==> config.mk <==
export PLATFORM = sky130hd
export DESIGN_NAME = ipf_feeder
export DESIGN_NICKNAME = d
export VERILOG_FILES = /design/src/rtl/ipf_feeder.sv
export SDC_FILE = /design/constraint.sdc
export NUM_CORES = 1
export LEC_CHECK = 0
export ABC_AREA = 1
export BUFFER_PORTS_ARGS = -buffer_cell sky130_fd_sc_hd__buf_2
export CORE_MARGIN = 4
export CORE_UTILIZATION = 43
export DETAILED_ROUTE_END_ITERATION = 10
export PLACE_DENSITY = 0.76
export SETUP_SLACK_MARGIN = 0.05
export SYNTH_ARGS = -nofsm -noshare
export SYNTH_HDL_FRONTEND = slang
export SYNTH_SLANG_ARGS = --single-unit
==> constraint.sdc <==
create_clock -name clk -period 3.7 [get_ports clk]
set_input_delay 0 -clock clk [delete_from_list [all_inputs] [get_ports clk]]
set_output_delay 0 -clock clk [all_outputs]
set_load 0.1 [all_outputs]
==> src/rtl/ipf_feeder.sv <==
// Walks a 128x128 image LCU by LCU and streams its pixels to the in-loop filter.
// Each LCU's filter parameters are fetched before its pixels and held until its last pixel is out.
module ipf_feeder (
    input  logic        clk,
    input  logic        reset,
    input  logic        start,
    input  logic [1:0]  cfg_size,
    output logic        img_rd,
    output logic [13:0] img_addr,
    input  logic [7:0]  img_data,
    output logic        par_rd,
    output logic [5:0]  par_addr,
    input  logic [23:0] par_data,
    input  logic        busy,
    output logic        in_en,
    output logic [7:0]  din,
    output logic [1:0]  ipf_type,
    output logic [4:0]  ipf_band_pos,
    output logic        ipf_wo_class,
    output logic [15:0] ipf_offset,
    output logic [2:0]  lcu_x,
    output logic [2:0]  lcu_y,
    output logic [1:0]  lcu_size,
    output logic        done
);

    typedef enum logic [2:0] {IDLE, PREQ, PLAT, STREAM, DRAIN, NEXT, DONE} state_t;

    state_t      state_q, state_d;
    logic [1:0]  size_q, size_d;
    logic [2:0]  lcu_x_q, lcu_x_d;
    logic [2:0]  lcu_y_q, lcu_y_d;
    logic [5:0]  r_q, r_d;
    logic [5:0]  c_q, c_d;
    logic [23:0] prm_q, prm_d;
    logic        rd_vld_q;

    logic [1:0]  eff_code;
    logic [5:0]  pix_max;
    logic [2:0]  lcu_max;
    logic [6:0]  row, col;

    // Code 3 is an alias of 16x16; lcu_size still reports the raw latched code.
    assign eff_code = (size_q == 2'd3) ? 2'd0 : size_q;

    always_comb begin
        pix_max = 6'd15;
        lcu_max = 3'd7;
        case (eff_code)
            2'd1:    begin pix_max = 6'd31; lcu_max = 3'd3; end
            2'd2:    begin pix_max = 6'd63; lcu_max = 3'd1; end
            default: begin pix_max = 6'd15; lcu_max = 3'd7; end
        endcase
    end

    assign row      = ({4'b0, lcu_y_q} << (3'd4 + {1'b0, eff_code})) + {1'b0, r_q};
    assign col      = ({4'b0, lcu_x_q} << (3'd4 + {1'b0, eff_code})) + {1'b0, c_q};
    assign img_addr = {row, col};
    assign par_addr = ({3'b0, lcu_y_q} << (2'd3 - eff_code)) + {3'b0, lcu_x_q};

    always_comb begin
        state_d = state_q;
        size_d  = size_q;
        lcu_x_d = lcu_x_q;
        lcu_y_d = lcu_y_q;
        r_d     = r_q;
        c_d     = c_q;
        prm_d   = prm_q;
        img_rd  = 1'b0;
        par_rd  = 1'b0;
        done    = 1'b0;
        case (state_q)
            IDLE: begin
                if (start) begin
                    size_d  = cfg_size;
                    lcu_x_d = 3'd0;
                    lcu_y_d = 3'd0;
                    r_d     = 6'd0;
                    c_d     = 6'd0;
                    state_d = PREQ;
                end
            end
            PREQ: begin
                par_rd  = 1'b1;
                state_d = PLAT;
            end
            PLAT: begin
                prm_d   = par_data;
                state_d = STREAM;
            end
            STREAM: begin
                if (!busy) begin
                    img_rd = 1'b1;
                    if (c_q == pix_max) begin
                        c_d = 6'd0;
                        if (r_q == pix_max) begin
                            r_d     = 6'd0;
                            state_d = DRAIN;
                        end else begin
                            r_d = r_q + 6'd1;
                        end
                    end else begin
                        c_d = c_q + 6'd1;
                    end
                end
            end
            // DRAIN lets the last read's pixel leave before the next LCU's parameters load.
            DRAIN: state_d = NEXT;
            NEXT: begin
                if (lcu_x_q == lcu_max) begin
                    lcu_x_d = 3'd0;
                    if (lcu_y_q == lcu_max) begin
                        lcu_y_d = 3'd0;
                        state_d = DONE;
                    end else begin
                        lcu_y_d = lcu_y_q + 3'd1;
                        state_d = PREQ;
                    end
                end else begin
                    lcu_x_d = lcu_x_q + 3'd1;
                    state_d = PREQ;
                end
            end
            DONE: begin
                done    = 1'b1;
                state_d = IDLE;
            end
            default: state_d = IDLE;
        endcase
    end

    always_ff @(posedge clk or posedge reset) begin
        if (reset) begin
            state_q  <= IDLE;
            size_q   <= 2'd0;
            lcu_x_q  <= 3'd0;
            lcu_y_q  <= 3'd0;
            r_q      <= 6'd0;
            c_q      <= 6'd0;
            prm_q    <= 24'd0;
            rd_vld_q <= 1'b0;
        end else begin
            state_q  <= state_d;
            size_q   <= size_d;
            lcu_x_q  <= lcu_x_d;
            lcu_y_q  <= lcu_y_d;
            r_q      <= r_d;
            c_q      <= c_d;
            prm_q    <= prm_d;
            rd_vld_q <= img_rd;
        end
    end

    assign in_en        = rd_vld_q;
    assign din          = rd_vld_q ? img_data : 8'd0;
    assign ipf_type     = prm_q[23:22];
    assign ipf_band_pos = prm_q[21:17];
    assign ipf_wo_class = prm_q[16];
    assign ipf_offset   = prm_q[15:0];
    assign lcu_x        = lcu_x_q;
    assign lcu_y        = lcu_y_q;
    assign lcu_size     = size_q;

endmodule

# Word-level counts from Yosys, hierarchy flattened
# Index checks and enable logic that the tools add are counted.
# word_totals
ff_bits,48
latch_bits,0
ramBits,0
rom_bits,0
inputBits,38
output_inout_bits,64
word_cells,76
memories,0
# op_classes
addsub,9
n_mul,0
n_div,0
order_cmp,0
n_eq_ne,18
shift,3
mux,29
bitwise_logic,0
reduce_logical,9
# op_table
operator,n
6-bit 2-to-1 mux,6
6-bit one-hot mux with 2 select lines,3
3-bit 2-to-1 mux,10
3-bit one-hot mux with 2 select lines,3
3-bit one-hot mux with 6 select lines,1
7-bit by 6-bit adder with 7-bit output,2
3-bit by 3-bit << shifter with 7-bit output,2
"6-bit by 1-bit adder with 6-bit output, second input constant",2
6-bit equality test,2
"2-bit inequality test, second input constant",5
"3-bit equality test, second input constant",3
8-bit 2-to-1 mux,1
4-bit AND reduction,2
"3-bit by 1-bit adder with 3-bit output, second input constant",2
6-bit by 3-bit adder with 6-bit output,1
"3-bit by 2-bit equality test with 1-bit output, second input constant",2
3-bit equality test,2
3-bit AND reduction,2
3-bit by 2-bit << shifter with 6-bit output,1
"2-bit equality test, second input constant",2
1-bit 2-to-1 mux,4
2-bit AND reduction,2
2-bit nonzero test,2
"3-bit by 2-bit adder with 3-bit output, first input constant",1
other kinds (5),5

# Logic depth before layout (Yosys ltp)
# Gate-level depths: netlist (run 1).
# depth
depth_word,9
mapped_depth,14
depth_no_buf,13

# Least setup slack after synthesis (run 1)
# Ideal clock, no wire load.
# synth_timing
path_type,register -> output
start,"reg size_q[1], in the netlist lcu_size[1]"
end,out par_addr[3]
arrival_time_ns,3.889
required_ns,3.700
setup_slack_ns,-0.189
stages_incl_launch_ff,12
path_buffers,1
path_cell_list,dfrtp_1 -> inv_1 -> ha_1 -> buf_2 -> nor2_1 -> a21oi_1 -> nand2_1 -> o21ai_0 -> ha_1 -> a21o_1 -> a31oi_1 -> xor2_1
# synth_via
elab_chain_len,5
# synth_rtl
item,line_no,rtl
start: declaration,30,"logic [1:0] size_q, size_d;"
start signal: assignment,144,size_q <= size_d;
2-bit equality test,44,assign eff_code = (size_q == 2'd3) ? 2'd0 : size_q;
2-bit 2-to-1 mux (*),44,
2-bit subtractor (*),59,"assign par_addr = ({3'b0, lcu_y_q} << (2'd3 - eff_code)) + {3'b0, lcu_x_q};"
3-bit by 2-bit << shifter with 6-bit output (*),59,
6-bit by 3-bit adder with 6-bit output (*),59,
end: declaration,12,"output logic [5:0] par_addr,"
# Every way passes the cells marked *; elsewhere a longest branch is shown, timed or not.

# Final worst setup path (run 1)
# layout_timing
start,"reg size_q[1], in the netlist lcu_size[1]"
end,out par_addr[5]
# Same word-level chain as after synthesis.

==> results of run 1 <==
[cell families after synthesis]
logic type               share of synthesized area
multiplexers                                0.0949
AND/OR/NAND/NOR                              0.211
adder cells (fa/ha/maj)                     0.0738
XOR/XNOR                                    0.0308
AO/OA/AOI/OAI                               0.0712
flip-flops                                   0.422
buffers and inverters                       0.0963
[routing by layer]
metal / share of wire / global-route usage
met1: 0.43 / 0.235
met2: 0.48 / 0.312
met3: 0.079 / 0.0571
met4: 0.010 / 0.0392
met5: 0 / 0
[flip-flops by register name, summed over array words and instances, names as in the netlist]
register,count
in_en,1
lcu_y,3
c_q,6
state_q,3
lcu_x,3
prm_q,24
r_q,6
lcu_size,2
[final cells by class]
cell class / count / area (sq um)
well taps: 77 / 96.3
repair buffers: 129 / 786
fillers: 563 / 2660
inverters: 42 / 160
flip-flops and latches: 48 / 1200
clock inverters: 3 / 25.0
multi-input cells: 222 / 1390
clock buffers: 5 / 68.8
[layout by cell type, fill, tap and decap left out, drive strengths merged]
| cell | n |
|---|---|
| a211oi | 1 |
| a21o | 1 |
| a21oi | 12 |
| a31oi | 1 |
| buf | 101 |
| clkbuf | 5 |
| clkinvlp | 1 |
| dfrtp | 48 |
| dlygate4sd3 | 28 |
| fa | 3 |
| ha | 12 |
| inv | 44 |
| mux2 | 24 |
| nand2 | 72 |
| nand3 | 19 |
| nand3b | 1 |
| nand4 | 3 |
| nor2 | 37 |
| nor3 | 3 |
| nor3b | 1 |
| o21ai | 20 |
| o21bai | 1 |
| o22ai | 1 |
| xnor2 | 3 |
| xor2 | 7 |
[power breakdown]
| part | internal, mW | switching [mW] | leakage [nW] |
|---|---|---|---|
| logic | 0.146 | 0.634 | 1.39 |
| clock network | 0.138 | 0.196 | 0.0452 |
| registers | 0.575 | 0.0598 | 0.558 |
[stage by stage]
stage                      util  std cells
after floorplan               -        328
after global placement    0.526        490
after detailed placement  0.526        490
after CTS                 0.584        526
after global routing      0.584        526
final                     0.584        526
[worst paths after layout]
kind,start,end,slack [ps],cells past startpoint
min reg2reg,prm_q[11],prm_q[11],510,1
max reg2reg,lcu_size[0],r_q[4],1690,11
max,lcu_size[1],par_addr[5],620,14
min in group asynchronous,reset,lcu_size[1],470,3
max in group asynchronous,reset,lcu_y[0],2610,3
min,start,lcu_size[0],120,3
[what timing repair did]
| action | 4_1_cts | 5_1_grt |
|---|---|---|
| setup buffers | 0 | 0 |
| hold buffers | 28 | 0 |
| hold endpoints to repair | 75 | 0 |
[worst max-delay path: cells and delay by family (launching register included)]
kind                       cells  cell delay, ps
buffers and inverters          2             490
AOI/OAI and AO/OA              4             780
and+or+nand+nor                6             440
adders and majority gates      2             640
DFF                            1             410
==> impl_metrics.json, run 1 <==
{
  "synth_area_leader_cell": "dfrtp_1",
  "ios": 102,
  "end_kind": "primary output",
  "ys_seq_area_frac": 0.422,
  "core-area_sq_mm": 0.00639,
  "clk_pin_slew_ps": 100,
  "hold_viol_final": 0,
  "die_h_microns": 89.4,
  "synth_seq_cells": 48,
  "syn-mean-instance-area_sq_um": 8.68,
  "numCtsBuffers": 5,
  "tightest_slew_ps": 992,
  "synth_ff_type": "dfrtp_1",
  "timing_worst_setup_path_type": "reg -> out",
  "place_ws_ps": 960,
  "crit_slowest_cell": "dfrtp_1",
  "syn-instance-count": 328,
  "die_area_sq_mm": 0.00799,
  "antenna_found_initial": 0,
  "drt_first_pass_iters": 4,
  "cp-start-kind": "flop",
  "yosysWarnings": 0,
  "finalSetupViolations": 0,
  "slew_headroom": 0.338,
  "worstPathCellList": "inv_1 -> ha_1 -> nor2_1 -> a21oi_1 -> nand2_1 -> o21ai_0 -> ha_1 -> a21o_1 -> a31oi_1 -> nor2_1 -> nand2_1 -> nand2_1 -> nand2_1 -> buf_2",
  "timing.final.crit_share": 0.832,
  "areaGrowthSynthToFinish_pct": 31.1,
  "cpMostUsedCell": "nand2_1",
  "cts.path.max_buffers": 2,
  "timing.hold.ws_ps": 118,
  "placed_area_sq_mm": 0.00336,
  "rsz0062_at_grt": "false",
  "slew_viol_final": 0,
  "period_needed_ps": 3080,
  "layout_setup_ws_ps": 623,
  "hp-class": "in -> reg",
  "drc": 0,
  "grt_pass1_wl_microns": 11800,
  "drive_gt1_frac": 0.334,
  "clock_latency_ps": 310,
  "port_buffers": 101,
  "yosysTopAreaCellShare": 0.422,
  "nets": 501,
  "fin_setup_tns_ps": 0,
  "crit_required_ps": 3700,
  "cts_sinks": 48,
  "hpwl_microns": 4980,
  "status": "finished clean",
  "track_usage": 0.185,
  "globalplace.congestion": 0.826,
  "wl_per_cell_microns": 13.2,
  "start_util": 0.446,
  "diodes": 0,
  "fin_skew_ps": 6.08,
  "synth_common_cells": "nand2_1, dfrtp_1, inv_1, nor2_1, mux2_2",
  "yosysUniqueCellTypes": 33,
  "via_per_inst": 4.79,
  "root_buffer": "clkbuf_8",
  "htreeDepth": 2,
  "fmax_mhz": 325,
  "arrival_ps": 3080,
  "syn-num-nets": 381,
  "netlist_area_sq_mm": 0.00285,
  "initialDrtViolationCount": 89,
  "routed_wl_microns": 6950,
  "ant_nets": 0,
  "ir_drop_uv": 406,
  "yosys-top-cells-area": "dfrtp_1, mux2_2, nand2_1",
  "first_global_vias": 2581,
  "rows": 29,
  "p_total_mw": 1.75,
  "p_leak_nw": 2.00,
  "grt_max_degree": 49,
  "slowest_delay_ps": 410,
  "grt-ovfl-total": 0,
  "synth_most_common_cell": "nand2_1",
  "vias": 2521,
  "final_area_sq_mm": 0.00373,
  "synth_edf_count": 0,
  "cap_violations": 0,
  "ys_async_sr_fraction": 1.00,
  "cellPowerDensity_mw_per_mm2": 469,
  "post_cts_resized": 0,
  "crit_fanout": 9,
  "cts_tree": "done",
  "die_x_microns": 89.4
}
No activity file was read; power rests on OpenSTA's default activity.
==> inputs of run 2 (changes only) <==
==> constraint.sdc (replaced) <==
create_clock -name clk -period 2.9 [get_ports clk]
set_input_delay 0 -clock clk [delete_from_list [all_inputs] [get_ports clk]]
set_output_delay 0 -clock clk [all_outputs]
set_load 0.1 [all_outputs]
==> run 2 against run 1 <==
Critical path depth did not move. Critical endpoint unchanged. Register-to-register slack worse by 650 ps. Clock power grew 54%. Wire length decreased by 2.8%. Core utilization rose by 2.3 points. Final cell count is 0.57% higher. Critical path type unchanged. Sequential share of layout area is 1.2 points lower. Sequential power is 27% higher.
==> impl_metrics.json, run 2 (synthesis results as in run 1) <==
{
  "timing_worst_setup_path_type": "reg -> out",
  "rows": 29,
  "combPwrFrac": 0.427,
  "hp-class": "in -> reg",
  "rsz0062_at_grt": "true",
  "largest_reg_flops": 24,
  "routed_wl_microns": 6760,
  "first_global_vias": 2448,
  "initialDrtViolationCount": 135,
  "grt-ovfl-total": 0,
  "end_kind": "primary output",
  "slew_headroom": 0.326,
  "arrival_ps": 2680,
  "fin_cells": 529,
  "crit_fanout": 11,
  "p_leak_nw": 2.04,
  "nets": 504,
  "drive_gt1_frac": 0.354,
  "htreeDepth": 2,
  "die_h_microns": 89.4,
  "ant_nets": 0,
  "fin_skew_ps": 6.62,
  "placed_area_sq_mm": 0.00345,
  "timing.final.crit_share": 0.925,
  "fillers": 540,
  "drt_first_pass_iters": 4,
  "cellPowerDensity_mw_per_mm2": 596,
  "ios": 102,
  "antenna_found_initial": 0,
  "cp-start-kind": "flop",
  "pwr-share-seq": 0.350,
  "clk_pin_slew_ps": 90,
  "core-area_sq_mm": 0.00639,
  "fin_setup_tns_ps": 0,
  "place_ws_ps": 361,
  "layout_common_cells": "buf_2, nand2_1, dfrtp_1",
  "crit_slowest_cell": "dfrtp_2",
  "hpwl_microns": 4870,
  "top_register": "prm_q",
  "slowest_delay_ps": 440,
  "numCtsBuffers": 5,
  "r2r_slack_ps": 1040,
  "ir_drop_uv": 448,
  "layout_setup_ws_ps": 217,
  "globalplace.congestion": 0.828,
  "die_area_sq_mm": 0.00799,
  "timing.hold.ws_ps": 130,
  "worstPathCellList": "inv_1 -> ha_1 -> buf_4 -> nand2_1 -> o21ai_1 -> ha_1 -> a21o_1 -> a31oi_1 -> buf_4 -> nor2_1 -> nand2_1 -> nand2_1 -> nand2_4 -> buf_12",
  "cts_sinks": 48,
  "final_area_sq_mm": 0.00388,
  "r2r_cells": 11,
  "r2r_end": "lcu_y[0]",
  "internal_power_mw": 1.20,
  "crit_end": "par_addr[5]",
  "crit_family": "buffers and inverters",
  "status": "finished clean",
  "largestRegisters": "prm_q: 24 flops, c_q: 6 flops, r_q: 6 flops",
  "crit_cells": 14,
  "track_usage": 0.174,
  "vias": 2555,
  "fin_util": 0.607,
  "worstSetupStartpoint": "lcu_size[0]",
  "crit_required_ps": 2900,
  "p_total_mw": 2.31,
  "grt_pass1_wl_microns": 11000,
  "place_inst": 492,
  "cts_tree": "done",
  "reg2reg_from": "lcu_size[0]",
  "period_needed_ps": 2680,
  "grt_max_degree": 49,
  "cts.path.max_buffers": 2,
  "wl_per_cell_microns": 12.8,
  "cap_violations": 0,
  "slew_viol_final": 0,
  "die_x_microns": 89.4,
  "final_common_cell": "buf_2",
  "cpMostUsedCell": "nand2_1",
  "pwr-share-clk": 0.223,
  "hold_viol_final": 0,
  "drc": 0,
  "via_per_inst": 4.83,
  "fmax_mhz": 373,
  "start_util": 0.446,
  "p_sw_frac": 0.480,
  "crit_buf_inv": 4,
  "port_buffers": 101,
  "areaGrowthSynthToFinish_pct": 36.2,
  "clock_latency_ps": 300,
  "diodes": 0,
  "p_sw_mw": 1.11,
  "tightest_slew_ps": 1010,
  "finalSetupViolations": 0,
  "root_buffer": "clkbuf_8"
}
-- run 2: cell count changes in the layout (fill, tap and decap cells not counted), sizes merged --
cell	change
buf	+2
bufinv	+1
clkbuf	+2
clkinv	+1
clkinvlp	-1
inv	-2
-- run 2: timing repair --
action	4_1_cts	5_1_grt
hold buffers	28	0
cloned	0	0
setup endpoints to repair	1	3
resized for setup	1	4
endpoints found under the hold margin	75	0
pin swaps	0	1
buffers inserted	0	1
-- run 2: cell type report --
type | instances | area (sq um) | area share
Clock buffer | 6 | 82.6 | 0.0213
Inverter | 42 | 160 | 0.0413
Multi-Input combinational cell | 222 | 1460 | 0.375
Timing Repair Buffer | 132 | 841 | 0.217
Clock inverter | 2 | 38.8 | 0.0100
Sequential cell | 48 | 1200 | 0.310
Tap cell | 77 | 96.3 | 0.0248
-- run 2: worst min-delay path: stages --
cell	delay [ps]
buf_2	100
nand2_1	200
a21oi_1	100
-- run 2: layer usage --
metal,GRT usage,part of all wire,vias up,wire (microns)
met2,0.305,0.49,81,3290
met5,0,0,-,0
met1,0.209,0.42,1181,2840
met3,0.0599,0.086,7,582
li1,-,-,1286,-
met4,0.0352,0.0080,0,54
-- run 2: how the worst min path moves through the flow --
| stage | startpoint | endpoint | slack [ps] | cells past startpoint |
|---|---|---|---|---|
| 2_1_floorplan | par_data[18] | prm_q[18] | 150 | 1 |
| 3_3_place_gp | busy | in_en | 220 | 2 |
| 3_5_place_dp | busy | in_en | 220 | 2 |
| 4_1_cts | start | lcu_size[0] | 130 | 3 |
| 5_1_grt | start | lcu_size[0] | 140 | 3 |
| 6_report | start | lcu_size[0] | 130 | 3 |
-- run 2: power groups by stage --
stage	Clock (mW)	Combinational, mW	Sequential (mW)
finish	0.516	0.987	0.809
global route	0.555	1.04	0.823
CTS	0.527	0.993	0.808
detailed placement	0	0.965	0.820
global placement	0	0.958	0.817
floorplan	0	0.765	0.935
==> inputs of run 3 (changes only) <==
==> constraint.sdc (replaced) <==
create_clock -name clk -period 2.5 [get_ports clk]
set_input_delay 0 -clock clk [delete_from_list [all_inputs] [get_ports clk]]
set_output_delay 0 -clock clk [all_outputs]
set_load 0.1 [all_outputs]
==> run 3 against run 2 <==
Clock power down 14%. Sequential share of layout area down 1.6 points. Die area is the same. Final area grew 6.0%. Total power rose by 13%. Combinational power is 24% higher. Critical path depth fell by 2. Global-route usage up 0.51 points. Setup slack got worse by 200 ps. First-iteration DRC count fell by 27%. Clock skew decreased by 2.9 ps. Largest power group unchanged.
==> impl_metrics.json, run 3 (synthesis results as in run 1) <==
{
  "tightest_slew_ps": 964,
  "slew_headroom": 0.356,
  "r2r_slack_ps": 630,
  "drive_gt1_frac": 0.407,
  "clk_pin_slew_ps": 90,
  "crit_fanout": 7,
  "ant_nets": 0,
  "first_global_vias": 2598,
  "finalSetupViolations": 0,
  "areaGrowthSynthToFinish_pct": 44.4,
  "r2r_end": "state_q[0]",
  "layout_common_cells": "buf_2, nand2_1, dfrtp_1",
  "layout_setup_ws_ps": 12.5,
  "largestRegisters": "prm_q: 24 flops, c_q: 6 flops, r_q: 6 flops",
  "slew_viol_final": 0,
  "r2r_cells": 9,
  "via_per_inst": 4.79,
  "grt_max_degree": 49,
  "hpwl_microns": 4970,
  "wl_per_cell_microns": 12.7,
  "worst_hold_path.endpoint": "lcu_size[1]",
  "fin_cells": 534,
  "timing.final.crit_share": 0.995,
  "track_usage": 0.179,
  "p_leak_nw": 2.09,
  "root_buffer": "clkbuf_8",
  "slowest_delay_ps": 510,
  "drt_first_pass_iters": 4,
  "nets": 510,
  "ios": 102,
  "hold_start": "start",
  "status": "finished clean",
  "reg2reg_from": "lcu_size[1]",
  "ir_drop_uv": 640,
  "cp-start-kind": "flop",
  "hold_viol_final": 0,
  "core-area_sq_mm": 0.00639,
  "final_common_cell": "buf_2",
  "initialDrtViolationCount": 98,
  "grt_pass1_wl_microns": 11400,
  "timing_worst_setup_path_type": "reg -> out",
  "end_kind": "primary output",
  "hp-class": "in -> reg",
  "fmax_mhz": 402,
  "cts_tree": "done",
  "numCtsBuffers": 5,
  "drc": 0,
  "whs_path_depth": 3,
  "globalplace.congestion": 0.822,
  "die_x_microns": 89.4,
  "cts.path.max_buffers": 2,
  "place_inst": 491,
  "place_ws_ps": 72.1,
  "die_h_microns": 89.4,
  "diodes": 0,
  "htreeDepth": 2,
  "arrival_ps": 2490,
  "cellPowerDensity_mw_per_mm2": 633,
  "worstPathCellList": "ha_4 -> buf_4 -> nand2_1 -> inv_2 -> nor2_4 -> nor2_4 -> ha_1 -> a21o_1 -> a31oi_4 -> buf_4 -> xor2_4 -> buf_12",
  "rows": 29,
  "vias": 2559,
  "antenna_found_initial": 0,
  "rsz0062_at_grt": "true",
  "start_util": 0.446,
  "period_needed_ps": 2490,
  "cap_violations": 0,
  "port_buffers": 101,
  "crit_slowest_cell": "dfrtp_4",
  "grt-ovfl-total": 0,
  "routed_wl_microns": 6790,
  "clock_latency_ps": 300,
  "largest_reg_flops": 24,
  "top_register": "prm_q",
  "cts_sinks": 48,
  "die_area_sq_mm": 0.00799,
  "crit_required_ps": 2500,
  "fin_skew_ps": 3.75
}
-- run 3: changes by cell type in the layout (fill, tap and decap cells not counted), sizes merged --
| cell | previous run | this run |
|---|---|---|
| clkinvlp | 0 | 1 |
| bufinv | 1 | 0 |
| buf | 103 | 109 |
| clkbuf | 7 | 6 |
-- run 3: worst max-delay path, delay by kind of cell, from the launching register on --
kind	cells	cell delay, ps
buffers and inverters	4	540
AND/OR/NAND/NOR	3	250
flip-flops	1	510
XOR/XNOR	1	160
adder cells (fa/ha/maj)	2	370
AO/OA/AOI/OAI	2	360
-- run 3: through the flow --
step / utilization / setup TNS, ps / hold slack, ps / area [sq um] / power [mW]
final: 0.644 / 0 / 137 / 4110 / 2.60
after global routing: 0.644 / -271 / 158 / 4110 / 2.73
after CTS: 0.631 / -68.2 / 121 / 4030 / 2.61
after detailed placement: 0.565 / 0 / 227 / 3610 / 2.12
after global placement: 0.565 / 0 / 230 / 3610 / 2.11
after floorplan: - / -153 / 150 / 3030 / 2.00
-- run 3: power breakdown --
part	total [mW]	switching (mW)	leakage [nW]	internal (mW)
clock network	0.444	0.254	0.0400	0.190
registers	0.937	0.0854	0.555	0.852
logic	1.22	0.947	1.49	0.275
total	2.60	1.29	2.09	1.32
-- run 3: cell type report --
| cell class | count | area, sq um |
|---|---|---|
| Fill cell | 517 | 2270 |
| Multi-Input combinational cell | 222 | 1600 |
| Clock buffer | 5 | 68.8 |
| Clock inverter | 2 | 12.5 |
| Sequential cell | 48 | 1210 |
| Tap cell | 77 | 96.3 |
| Inverter | 42 | 168 |
| Timing Repair Buffer | 138 | 956 |
-- run 3: worst max-delay path by stage --
stage	startpoint	endpoint	slack (ps)	cells after the start
6_report	lcu_size[0]	par_addr[3]	10	12
5_1_grt	lcu_size[1]	par_addr[5]	-140	13
4_1_cts	lcu_size[1]	par_addr[5]	-40	13
3_5_place_dp	lcu_size[1]	par_addr[5]	70	13
3_3_place_gp	lcu_size[1]	par_addr[5]	160	13
2_1_floorplan	lcu_size[1]	par_addr[3]	-80	11
-- run 3: timing repair --
action / in CTS / in global routing
hold buffers: 28 / 0
gates resized for setup: 7 / 13
endpoints found under the setup margin: 4 / 7
buffers inserted: 5 / 3
cloned: 0 / 0
pin swaps: 6 / 6
endpoints found under the hold margin: 75 / 0
-- run 3: per-layer routing --
layer / track usage / vias up / wire (microns)
li1: - / 1298 / -
met1: 0.212 / 1175 / 2820
met2: 0.311 / 76 / 3340
met3: 0.0553 / 10 / 539
met4: 0.0582 / 0 / 91
met5: 0 / - / 0
